[src/rtl/vend_pkg.sv]
// Shared definitions for the vending controller: state encodings,
// coin values, money width and the item price table.
package vend_pkg;

    localparam int MONEY_W = 8;
    typedef logic [MONEY_W-1:0] money_t;

    localparam money_t MONEY_MAX = 8'hFF;
    localparam money_t COIN_1    = 8'd1;
    localparam money_t COIN_5    = 8'd5;
    localparam money_t COIN_10   = 8'd10;

    typedef enum logic [5:0] {
        S_IDLE      = 6'h01,
        S_GOODS_ONE = 6'h02,
        S_GOODS_TWO = 6'h04,
        S_PAYMENT   = 6'h08,
        S_CHANGE    = 6'h10,
        S_TEMP      = 6'h20
    } state_t;

    // Unit price of an item code; code 0 (no item) costs nothing.
    function automatic money_t price_of(input logic [2:0] code);
        money_t p;
        case (code)
            3'd1:    p = 8'd1;
            3'd2:    p = 8'd2;
            3'd3:    p = 8'd3;
            3'd4:    p = 8'd5;
            3'd5:    p = 8'd6;
            3'd6:    p = 8'd8;
            3'd7:    p = 8'd10;
            default: p = 8'd0;
        endcase
        return p;
    endfunction

endpackage

[src/rtl/hold_timer.sv]
// Loadable down-counter; done pulses for one cycle, load_val+1 cycles
// after the load. Ports: sys_clk, sys_rst_n (async, active-high),
// load, load_val[W-1:0], done.
module hold_timer #(
    parameter int W = 32
) (
    input  logic         sys_clk,
    input  logic         sys_rst_n,
    input  logic         load,
    input  logic [W-1:0] load_val,
    output logic         done
);

    logic [W-1:0] cnt;
    logic         active;

    always_ff @(posedge sys_clk or posedge sys_rst_n) begin
        if (sys_rst_n) begin
            cnt    <= '0;
            active <= 1'b0;
        end else if (load) begin
            cnt    <= load_val;
            active <= 1'b1;
        end else if (active) begin
            if (cnt == '0)
                active <= 1'b0;
            else
                cnt <= cnt - W'(1);
        end
    end

    assign done = active && (cnt == '0);

endmodule

[src/rtl/vend_ctrl_fsm.sv]
// Vending sequencer: selection, payment, change and hold phases.
// Ports: sys_clk, sys_rst_n (async, active-high), btn_select,
//   btn_confirm, btn_cancel, sel_code[2:0], sel_num[1:0], coin_1,
//   coin_5, coin_10 in; state[5:0] one-hot, goods_low[2:0],
//   goods_high[2:0], goods_num[1:0], total_price[7:0], paid[7:0],
//   change[7:0], vend_pulse out (all registered).
// Define VEND_TIMEOUT_EN to add the inactivity timeout.
module vend_ctrl_fsm #(
    parameter int HOLD_CYCLES    = 50_000_000,
    parameter int TIMEOUT_CYCLES = 500_000_000
) (
    input  logic       sys_clk,
    input  logic       sys_rst_n,
    input  logic       btn_select,
    input  logic       btn_confirm,
    input  logic       btn_cancel,
    input  logic [2:0] sel_code,
    input  logic [1:0] sel_num,
    input  logic       coin_1,
    input  logic       coin_5,
    input  logic       coin_10,
    output logic [5:0] state,
    output logic [2:0] goods_low,
    output logic [2:0] goods_high,
    output logic [1:0] goods_num,
    output logic [7:0] total_price,
    output logic [7:0] paid,
    output logic [7:0] change,
    output logic       vend_pulse
);
    import vend_pkg::*;

    localparam logic [31:0] HOLD_LD = 32'(HOLD_CYCLES - 1);

    state_t         st;
    logic [1:0]     num_low;
    logic [1:0]     num_high;
    logic [1:0]     num_eff;
    money_t         coin_sum;
    logic [MONEY_W:0] paid_sum;
    money_t         paid_nxt;
    money_t         sel_total;
    logic           cancel_eff;
    logic           refund;
    logic           sale;
    logic           clr;
    logic           hold_load;
    logic           hold_done;
    logic           tmo_done;

    always_comb begin
        num_eff   = (sel_num == 2'd0) ? 2'd1 : sel_num;
        coin_sum  = (coin_1  ? COIN_1  : '0)
                  + (coin_5  ? COIN_5  : '0)
                  + (coin_10 ? COIN_10 : '0);
        paid_sum  = {1'b0, paid} + {1'b0, coin_sum};
        paid_nxt  = paid_sum[MONEY_W] ? MONEY_MAX : paid_sum[MONEY_W-1:0];
        sel_total = price_of(goods_low)  * money_t'(num_low)
                  + price_of(goods_high) * money_t'(num_high);
        cancel_eff = btn_cancel | tmo_done;
        // A cancel in the same cycle as the final coin is a refund.
        refund = (st == S_PAYMENT) && cancel_eff;
        sale   = (st == S_PAYMENT) && !cancel_eff
              && (paid_nxt >= total_price);
        clr    = ((st == S_GOODS_ONE || st == S_GOODS_TWO) && cancel_eff)
              || ((st == S_TEMP) && hold_done);
        hold_load = refund | sale | ((st == S_CHANGE) && hold_done);
    end

    hold_timer #(.W(32)) u_hold (
        .sys_clk   (sys_clk),
        .sys_rst_n (sys_rst_n),
        .load      (hold_load),
        .load_val  (HOLD_LD),
        .done      (hold_done)
    );

`ifdef VEND_TIMEOUT_EN
    localparam logic [31:0] TMO_LD = 32'(TIMEOUT_CYCLES - 1);

    logic any_pulse;
    logic tmo_raw;

    assign any_pulse = btn_select | btn_confirm | btn_cancel
                     | coin_1 | coin_5 | coin_10;

    hold_timer #(.W(32)) u_tmo (
        .sys_clk   (sys_clk),
        .sys_rst_n (sys_rst_n),
        .load      (any_pulse),
        .load_val  (TMO_LD),
        .done      (tmo_raw)
    );

    // A pulse on the expiry cycle restarts the wait instead.
    assign tmo_done = tmo_raw & ~any_pulse;
`else
    localparam int unused_tmo = TIMEOUT_CYCLES;

    assign tmo_done = 1'b0;
`endif

    always_ff @(posedge sys_clk or posedge sys_rst_n) begin
        if (sys_rst_n) begin
            st          <= S_IDLE;
            goods_low   <= '0;
            goods_high  <= '0;
            num_low     <= '0;
            num_high    <= '0;
            goods_num   <= '0;
            total_price <= '0;
            paid        <= '0;
            change      <= '0;
            vend_pulse  <= 1'b0;
        end else begin
            vend_pulse  <= 1'b0;
            total_price <= sel_total;
            unique case (st)
                S_IDLE: begin
                    if (btn_select && !btn_confirm && !btn_cancel
                        && sel_code != 3'd0) begin
                        st        <= S_GOODS_ONE;
                        goods_low <= sel_code;
                        num_low   <= num_eff;
                        goods_num <= num_eff;
                    end
                end
                S_GOODS_ONE: begin
                    if (cancel_eff) begin
                        st <= S_IDLE;
                    end else if (btn_confirm) begin
                        st        <= S_PAYMENT;
                        goods_num <= num_high;
                    end else if (btn_select && sel_code != 3'd0) begin
                        if (sel_code != goods_low) begin
                            st         <= S_GOODS_TWO;
                            goods_high <= sel_code;
                            num_high   <= num_eff;
                        end else begin
                            num_low <= num_eff;
                        end
                        goods_num <= num_eff;
                    end
                end
                S_GOODS_TWO: begin
                    if (cancel_eff) begin
                        st <= S_IDLE;
                    end else if (btn_confirm) begin
                        st        <= S_PAYMENT;
                        goods_num <= num_high;
                    end
                end
                S_PAYMENT: begin
                    paid <= paid_nxt;
                    if (refund) begin
                        st     <= S_CHANGE;
                        change <= paid_nxt;
                    end else if (sale) begin
                        st         <= S_CHANGE;
                        change     <= paid_nxt - total_price;
                        vend_pulse <= 1'b1;
                    end
                end
                S_CHANGE: begin
                    if (hold_done)
                        st <= S_TEMP;
                end
                S_TEMP: begin
                    if (hold_done)
                        st <= S_IDLE;
                end
                default: st <= S_IDLE;
            endcase
            if (clr) begin
                goods_low   <= '0;
                goods_high  <= '0;
                num_low     <= '0;
                num_high    <= '0;
                goods_num   <= '0;
                total_price <= '0;
                paid        <= '0;
                change      <= '0;
            end
        end
    end

    assign state = st;

endmodule

[config.mk]
export PLATFORM = sky130hd
export DESIGN_NAME = vend_ctrl_fsm
export DESIGN_NICKNAME = d
export VERILOG_FILES = /design/src/rtl/vend_pkg.sv /design/src/rtl/hold_timer.sv /design/src/rtl/vend_ctrl_fsm.sv
export SDC_FILE = /design/constraint.sdc
export NUM_CORES = 1
export LEC_CHECK = 0
export BUFFER_PORTS_ARGS = -buffer_cell sky130_fd_sc_hd__buf_2
export CORE_UTILIZATION = 30
export DETAILED_ROUTE_END_ITERATION = 10
export GPL_ROUTABILITY_DRIVEN = 1
export GPL_TIMING_DRIVEN = 0
export MAX_ROUTING_LAYER = met4
export PLACE_DENSITY_LB_ADDON = 0.12
export SYNTH_ARGS = -nofsm -noshare
export SYNTH_HDL_FRONTEND = slang
export SYNTH_SLANG_ARGS = --single-unit
[constraint.sdc]
create_clock -name sys_clk -period 4.9 [get_ports sys_clk]
set_input_delay 0.245 -clock sys_clk [delete_from_list [all_inputs] [get_ports sys_clk]]
set_output_delay 0.245 -clock sys_clk [all_outputs]
set_load 0.02 [all_outputs]
# Word level (Yosys, flattened, before mapping)
# Index checks and enable logic that the tools add are counted.
# Widths: inputs -> output; s select.
totals:
  wordCells: 161
  reg_bits: 76
  output_inout_bits: 39
  in_bits: 13
op_classes:
  multipliers: 2
  order_cmp: 1
  n_eq_ne: 39
  addsub: 6
  bitwise: 2
  n_reduce_logical: 35
  n_mux: 64
op_table:
  columns: ["cell", "count"]
  rows:
  - ["$mux 32", 3]
  - ["$mux 6", 11]
  - ["$mux 8", 8]
  - ["$pmux 4 s7", 2]
  - ["$mux 2", 19]
  - ["$pmux 6 s6", 1]
  - ["$logic_not 32->1", 1]
  - ["$sub 32x1->32 const B", 1]
  - ["$mux 3", 10]
  - ["$eq 3x3->1 const B", 8]
  - ["$ne 3x3->1 const B", 8]
  - ["$mul 8x2->8", 2]
  - ["$reduce_bool 2->1", 7]
  - ["$eq 3x2->1 const B", 4]
  - ["$ne 4x3->1 const B", 3]
  - ["$reduce_and 6->1", 2]
  - ["$logic_and 1x1->1", 11]
  - ["$add 8x5->9", 1]
  - ["$reduce_bool 3->1", 3]
  - ["$add 8x8->8", 1]
  - ["$ge 8x8->1", 1]
  - ["$ne 2x2->1 const B", 4]
  - ["$sub 8x8->8", 1]
  - ["$mux 1", 7]
  - ["other kinds (23)", 30]

# Depth between registers and ports, before layout
# Gate-level depths: netlist of the first run.
depth:
  word_depth: 11
  depth_mapped: 16
  mapped_depth_nobuf: 15

# Hierarchy
# From an unflattened synthesis of the first run, not the netlist that was laid out.
unflattened:
  cells_unflattened: 570
  area_unflattened_um2: 5158.7
modules_own_cells:
  columns: ["mod", "n_inst", "cells_per_inst", "seq_area_each_um2", "area_per_inst_um2"]
  rows:
  - ["vend_ctrl_fsm", 1, 336, 1052.3, 3105.5]
  - ["hold_timer", 1, 234, 825.8, 2053.2]

# Worst setup path before layout of the first run
# Ideal clock, no wire load.
synth_timing:
  path_kind: "register -> register"
  from: "register paid[0]"
  to: "register change[0]"
  period_less_slack_ps: 4072
  setup_time_ps: 129
  slack_ps: 828
  arrival_ps: 3942
  path_stages_with_launch: 17
  required_ps: 4771
  n_path_buf: 2
  cell_sequence: "dfrtp_1 -> fa_1 -> fa_1 -> nand3_1 -> nand2_1 -> and3_1 -> nor2_1 -> ha_1 -> fa_1 -> nor2b_1 -> o31a_1 -> o31ai_1 -> o211ai_1 -> o21ai_1 -> clkbuf_1 -> clkbuf_1 -> o2bb2ai_1"
synth_between:
  elab_chain_cells: 7
  word_cells_on_any_way: 11
  cone_classes: "add/sub (2); order compare (1); mux (5); reduce/logical (3)"
synth_lines:
  columns: ["item", "line", "source"]
  rows:
  - ["start: declaration", "vend_ctrl_fsm.sv:27", "output logic [7:0] paid,"]
  - ["start signal: assignment", "vend_ctrl_fsm.sv:154", "paid <= paid_nxt;"]
  - ["$add 8x5->9 (*)", "vend_ctrl_fsm.sv:56", "paid_sum = {1'b0, paid} + {1'b0, coin_sum};"]
  - ["$mux 8 (*)", "vend_ctrl_fsm.sv:57", "paid_nxt = paid_sum[MONEY_W] ? MONEY_MAX : paid_sum[MONEY_W-1:0];"]
  - ["$sub 8x8->8", "vend_ctrl_fsm.sv:160", "change <= paid_nxt - total_price;"]
  - ["$mux 8", "vend_ctrl_fsm.sv:158", "end else if (sale) begin"]
  - ["$mux 8", "vend_ctrl_fsm.sv:155", "if (refund) begin"]
  - ["$mux 8", "vend_ctrl_fsm.sv:118", "unique case (st)"]
  - ["$mux 8", "vend_ctrl_fsm.sv:174", "if (clr) begin"]
  - ["end signal: assignment", "vend_ctrl_fsm.sv:157", "change <= paid_nxt;"]
  - ["end signal: assignment", "vend_ctrl_fsm.sv:160", null]
  - ["end: declaration", "vend_ctrl_fsm.sv:28", "output logic [7:0] change,"]
# Every way passes the cells marked *; elsewhere a longest branch is shown, timed or not. The select of a mux whose other input is x is not followed.
# A chain may end at the register's enable or synchronous reset.

# Worst setup path after layout of the first run
layout_timing:
  from: "register paid[0]"
  to: "register u_hold.cnt[8]"
layout_between:
  elab_chain_cells: 8
  word_cells_on_any_way: 10
  cone_classes: "add/sub (1); order compare (1); eq/ne (1); mux (2); bitwise (2); reduce/logical (3)"
layout_lines:
  columns: ["item", "line", "source"]
  rows:
  - ["$add 8x5->9 (*)", "vend_ctrl_fsm.sv:56", null]
  - ["$mux 8 (*)", "vend_ctrl_fsm.sv:57", null]
  - ["$ge 8x8->1 (*)", "vend_ctrl_fsm.sv:64", "&& (paid_nxt >= total_price);"]
  - ["$logic_and 1x1->1 (*)", "vend_ctrl_fsm.sv:64", null]
  - ["$or 1x1->1 (*) (2 in a row)", "vend_ctrl_fsm.sv:67", "hold_load = refund | sale | ((st == S_CHANGE) && hold_done);"]
  - ["$ne 2x2->1 (no line) or $reduce_bool 2->1 (tied branches)", null, null]
  - ["$reduce_and 2->1 (no line)", null, null]
  - ["end signal: assignment", "hold_timer.sv:22", "cnt <= load_val;"]
  - ["end signal: assignment", "hold_timer.sv:28", "cnt <= cnt - W'(1);"]
  - ["end: declaration", "hold_timer.sv:14", "logic [W-1:0] cnt;"]
# Every way passes the cells marked *; elsewhere a longest branch is shown, timed or not.

==> results by group, run 1 <==
GRT
  – Initial antenna violation count: 0
  – Total congestion overflow: 0
  – Vias in the first global route: 3,960
  – First-pass GRT wire length: 20,400 um
  – Total GRT Usage: 16.3%
  – Largest net degree at the start of global routing: 65

Floorplanning
  – Die Ht: 130 um
  – Core Region: 15,900 um2
  – Die Area: 16,900 um2
  – Initial core utilization: 30.9%
  – Row Count: 46
  – # IOs: 52
  – Chip width: 130 um

Worst setup path
  – Startpoint types: flip-flop
  – Largest stage delay on the critical path: 430 ps
  – Crit-path most repeated cell: fa_1
  – WS Path Type: reg -> reg
  – CP max FO: 10
  – Arrival @ worst endpoint: 4730 ps
  – Reg-to-reg startpoint: paid[0]
  – R2r setup slk: 430 ps
  – CP Capture Type: flip-flop
  – Slowest cell on the critical path: fa_1
  – Required time of the critical path: 5160 ps
  – CP startpoint: paid[0]
  – Worst-path cell chain: fa_1, fa_1, nand3_1, nand2_1, and3_1, nor2_1, ha_1, fa_1, nor2b_1, o31a_1, o31ai_1, o211ai_1, o21ai_4, clkbuf_2, nand2_1, nor2_1

Power and ir drop
  – Max VDD drop: 0.000264 V
  – P_sw: 0.00120 W
  – Clock share of power: 21.8%
  – Logic pwr share: 44.8%
  – Switching share of power: 41.7%
  – Int Power: 0.00168 W
  – P per Cell Area: 498 nW/um2
  – Seq pwr share: 33.4%
  – Pleak: 2.64 nW

STA
  – Fin. max-slew vios: 0
  – Setup ws final: 428 ps
  – Slew @ Worst Pin: 1170 ps
  – RSZ-0062 raised after global routing: false
  – Fmax: 224 MHz
  – Min cycle time layout: 4470 ps
  – Slew headroom: 20.2%
  – Final hold viol count: 0
  – Part of the cycle the worst path needs: 91.3%
  – Worst clock skew: 8.12 ps
  – Setup violations, final: 0

Yosys
  – Flops & latches, synth: 75
  – Yosys synthesis warning count: 0
  – Seq/Total Area, Yosys: 38.2%
  – Asr flop ratio synth: 100%
  – Mapped Cells: 529
  – Main synth FF type: dfrtp_1
  – Yosys cell types: 61
  – Syn Area/Cell: 9.30 um2
  – Synthesized net count: 573
  – Synth Cell Area: 4920 um2
  – EDFF count, synth: 0

Clock tree
  – # clock sinks: 75
  – CTS Root Cell: clkbuf_16
  – Clock Latency Late Sink: 340 ps
  – H-tree depth: 3
  – TritonCTS buffer count: 9
  – Clk buf depth: 2
  – CTS tree: built
  – Clk slew on worst S/H paths: 60 ps

Finish
  – Fin area: 5780 um2
  – Layout Cells excl Fill: 812
  – Layout area overhead: 17.4%
  – Antenna Cells: 0
  – Share of layout cells above drive strength 1: 17.3%
  – Final Util: 36.2%
  – # nets final: 636

Route
  – DR vias/cell: 4.95
  – Detail Route Antenna Nets: 0
  – Final WL: 12,500 um
  – DRC viols: 0
  – Via Count: 4,019
  – DR iter-0 viols: 164
  – Routed WL per cell: 15.4 um
  – DR pass1 iterations: 4

Place
  – # placed instances: 796
  – Port Buf Inserts: 50
  – Placed cell area: 5470 um2
  – Pre-CTS setup slack: -176 ps
  – Gpl congestion: 0.824
  – HPWL Detailed: 9470 um

Outcome
  – Status: completed

Worst hold path
  – Hold path startpoint: sel_code[1]
  – Worst hold path class: in -> reg

Job
  – Max Cap Violations: 0
registers in the layout, indices dropped and copies added (netlist names):
register,count
change,8
goods_high,3
goods_low,3
goods_num,2
num_high,2
num_low,2
paid,8
state,6
total_price,7
u_hold.active,1
u_hold.cnt,32
vend_pulse,1
synthesized netlist by cell type, drive strengths merged, types with 10 or more instances:
master	instances	area (um2)
inv	25	93.8
nand3	13	65.1
mux2i	17	170
a21oi	20	100
nor3	20	100
dfrtp	74	1850
xor2	16	140
nor2	55	209
nand2	59	238
o21ai	20	100
fa	10	200
nor2b	13	81.3
ha	21	263
clkbuf	13	48.8
nand3b	13	97.6
final timing paths:
check | end | cells past startpoint
min in group asynchronous | state[1] | 3
hold / removal | goods_high[1] | 3
hold reg to reg | change[3] | 1
setup / recovery | u_hold.cnt[8] | 16
setup reg to reg | u_hold.cnt[8] | 16
max in group asynchronous | total_price[0] | 4
power groups by stage:
stage | combinational, W | clock (W) | sequential (W)
after CTS | 0.00130 | 0.000654 | 0.000963
after detailed placement | 0.00129 | 0 | 0.000972
after global routing | 0.00145 | 0.000671 | 0.000985
after floorplan | 0.000865 | 0 | 0.00102
final | 0.00129 | 0.000628 | 0.000959
after global placement | 0.00127 | 0 | 0.000967
per-stage QoR:
step                hold WS, ps  setup TNS (ps)  power, W
floorplan                   376               0   0.00189
global placement            473           -2520   0.00224
detailed placement          181           -2590   0.00226
CTS                         167               0   0.00291
global route                196               0   0.00311
finish                      183               0   0.00288
cell usage in the layout (no fill, tap or decap), types with 3 or more instances in the layout:
cell type  instances
buf_2             54
clkbuf_16          9
a31oi_1            4
xnor2_1            9
nor3_1            20
nor4_1             8
a21oi_1           20
dfrtp_1           74
or3_1              5
ha_1              21
nor3b_1            3
mux2_2             6
a41oi_1            3
o2bb2ai_1          8
o21ai_0           19
inv_1             24
a211oi_1           7
clkbuf_1          10
or2_2              3
nor2b_1           13
o211ai_1           4
o31ai_1            3
o31a_1             3
mux2_4             3
nand3b_1          13
mux2i_1           17
or4_1              4
nand3_1           13
clkbuf_2           3
fa_1              10
nand4_1            4
xor2_1            16
and3_1             5
nand2_1           58
and2_1             7
nand2b_1           9
nor2_1            54
o21a_1             8
a21o_1             4
metal layers:
| layer | GRT usage [%] | wire length (um) | up-vias |
|---|---|---|---|
| li1 | - | - | 1993 |
| met1 | 21.8 | 6160 | 1957 |
| met2 | 24.4 | 5730 | 55 |
| met3 | 2.38 | 348 | 14 |
| met4 | 7.05 | 230 | 0 |
| met5 | - | 0 | - |
what timing repair did:
action / CTS / global route
hold buffers: 1 / 0
resized for setup: 1 / 7
setup endpoints to repair: 20 / 31
endpoints found under the hold margin: 10 / 0
setup buffers: 0 / 0
kinds of logic after synthesis:
| group | synth area share [%] |
|---|---|
| and+or+nand+nor | 24.7 |
| muxes | 5.74 |
| adders and majority gates | 9.41 |
| xor gates and xnor gates | 4.45 |
| AOI/OAI and AO/OA | 13.6 |
| buffers and inverters | 3.84 |
| DFF | 38.2 |
| other | 0.0762 |
critical path, delay by kind of cell, from the launching register on:
kind	cells	cell delay, ps
and+or+nand+nor	7	1110
buffers and inverters	1	320
adders and majority gates	4	1280
AOI/OAI and AO/OA	4	1260
DFF	1	400
cell type report:
type / instances / area [um2]
buffer: 20 / 98.8
multi-input combinational: 409 / 2870
sequential: 75 / 1880
fill: 1693 / 10200
tap: 216 / 270
clock buffer: 11 / 253
clock inverter: 4 / 26.3
timing repair buffer: 52 / 288
inverter: 25 / 96.3
Note: power is estimated with default switching activity, not from simulation.
==> run 2: changes to the inputs <==
--- a/config.mk
+++ b/config.mk
@@ -11,7 +11,7 @@
 export GPL_ROUTABILITY_DRIVEN = 1
 export GPL_TIMING_DRIVEN = 0
 export MAX_ROUTING_LAYER = met4
-export PLACE_DENSITY_LB_ADDON = 0.12
+export PLACE_DENSITY = 0.56
 export SYNTH_ARGS = -nofsm -noshare
 export SYNTH_HDL_FRONTEND = slang
 export SYNTH_SLANG_ARGS = --single-unit
==> results by group, run 2 (same netlist as run 1, synthesis figures left out) <==
Outcome
  – Status: completed

GRT
  – Total GRT Usage: 15.9%
  – First-pass GRT wire length: 19,900 um
  – Total congestion overflow: 0
  – Largest net degree at the start of global routing: 40
  – Vias in the first global route: 3,951
  – Initial antenna violation count: 0

Route
  – DR iter-0 viols: 205
  – Final WL: 12,100 um
  – Routed WL per cell: 14.9 um
  – DRC viols: 0
  – DR vias/cell: 5.00
  – Detail Route Antenna Nets: 0
  – Via Count: 4,073
  – DR pass1 iterations: 4

Clock tree
  – Clk buf depth: 2
  – Clock Latency Late Sink: 350 ps
  – CTS tree: built
  – # clock sinks: 75
  – CTS Root Cell: clkbuf_16
  – TritonCTS buffer count: 9
  – H-tree depth: 3
  – Clk slew on worst S/H paths: 60 ps

Worst setup path
  – Startpoint types: flip-flop
  – Largest stage delay on the critical path: 430 ps
  – CP max FO: 10
  – Crit-path most repeated cell: fa_1
  – Worst Reg-to-Reg Cells: 16
  – Crit path buf inv count: 1
  – WS Path Type: reg -> reg
  – Levels on crit path: 16
  – Arrival @ worst endpoint: 4760 ps
  – Critical path's top delay family: adder cells
  – Worst-path cell chain: fa_1, fa_1, nand3_1, nand2_1, and3_1, nor2_1, ha_1, fa_1, nor2b_1, o31a_1, o31ai_1, o211ai_1, o21ai_4, clkbuf_2, nand2_1, nor2_1
  – CP startpoint: paid[0]
  – Reg-to-reg startpoint: paid[0]
  – CP Capture Type: flip-flop
  – Required time of the critical path: 5160 ps
  – Slowest cell on the critical path: fa_1

STA
  – Part of the cycle the worst path needs: 91.8%
  – Worst clock skew: 7.26 ps
  – Slew headroom: 18.4%
  – Fin. max-slew vios: 0
  – Setup tns final: 0 ps
  – Final hold viol count: 0
  – Setup violations, final: 0
  – Slew @ Worst Pin: 1220 ps
  – RSZ-0062 raised after global routing: false
  – Fmax: 222 MHz
  – Min cycle time layout: 4500 ps

Place
  – # placed instances: 796
  – HPWL Detailed: 9240 um
  – Port Buf Inserts: 50
  – Gpl congestion: 0.812

Floorplanning
  – Initial core utilization: 30.9%
  – Chip width: 130 um
  – Row Count: 46
  – Die Ht: 130 um
  – Die Area: 16,900 um2
  – Core Region: 15,900 um2
  – # IOs: 52

Power and ir drop
  – Max VDD drop: 0.000213 V
  – Pleak: 2.64 nW
  – Power Total: 0.00290 W
  – P per Cell Area: 501 nW/um2

Job
  – Max Cap Violations: 0

Worst hold path
  – Hold Path Stages: 3
  – Hold path startpoint: sel_code[2]
  – Worst hold path class: in -> reg

Finish
  – Layout Cells excl Fill: 814
  – Final Util: 36.3%
  – Layout area overhead: 17.4%
  – Top Registers: u_hold.cnt (32), change (8), paid (8)
  – Largest reg by FF count: u_hold.cnt
  – Max reg flops: 32
  – Share of layout cells above drive strength 1: 17.4%
  – Commonest non-fill, non-tap cell in the layout: dfrtp_1
  – Commonest non-fill, non-tap cells in the layout: 74 x dfrtp_1, 58 x nand2_1, 54 x nor2_1, 54 x buf_2, 24 x inv_1
  – Antenna Cells: 0
  – # nets final: 637
run 2: worst register-to-register path, stage by stage, from the launching register on:
cell	delay, ps
dfrtp_1	400
fa_1	430
fa_1	420
nand3_1	110
nand2_1	120
and3_1	200
nor2_1	210
ha_1	240
fa_1	200
nor2b_1	70
o31a_1	270
o31ai_1	320
o211ai_1	320
o21ai_4	360
clkbuf_2	300
nand2_1	260
nor2_1	200
run 2: power by group:
part | total [W] | switching [W] | internal [W]
registers | 0.000952 | 0.000171 | 0.000781
logic | 0.00132 | 0.000780 | 0.000543
clock network | 0.000623 | 0.000254 | 0.000368
total | 0.00290 | 0.00121 | 0.00169
run 2: area by class of cell:
type | instances | area [um2]
buffer | 20 | 98.8
timing repair buffer | 53 | 288
inverter | 25 | 96.3
sequential | 75 | 1880
multi-input combinational | 409 | 2870
fill | 1634 | 10200
clock buffer | 12 | 256
clock inverter | 4 | 25.0
tap | 216 | 270
run 2: repair_timing:
| action | 4_1_cts | 5_1_grt |
|---|---|---|
| buffers inserted | 0 | 1 |
| hold buffers | 1 | 0 |
| pin swaps | 0 | 1 |
| setup endpoints to repair | 29 | 38 |
| resized for setup | 1 | 7 |
| endpoints found under the hold margin | 36 | 0 |
run 2: path summary, 6_finish.rpt:
check	endpoint	slack [ps]
max	u_hold.cnt[9]	400
min in group asynchronous	vend_pulse	470
min reg2reg	goods_num[0]	490
min	goods_high[2]	170
max reg2reg	u_hold.cnt[9]	400
max in group asynchronous	state[0]	3780
run 2: metrics by stage:
stage | setup slack, ps | hold slack, ps | cell area, um2
2_1_floorplan | 828 | 376 | 4920
3_3_place_gp | -58.3 | 470 | 5440
3_5_place_dp | -133 | 312 | 5470
4_1_cts | 22.9 | 161 | 5760
5_1_grt | 16.6 | 161 | 5780
6_report | 402 | 169 | 5780
run 2: layer usage:
| layer | wire [um] | track usage (%) |
|---|---|---|
| met1 | 5960 | 21.2 |
| met2 | 5520 | 24.1 |
| met4 | 154 | 5.27 |
| met3 | 510 | 3.40 |
| met5 | 0 | - |
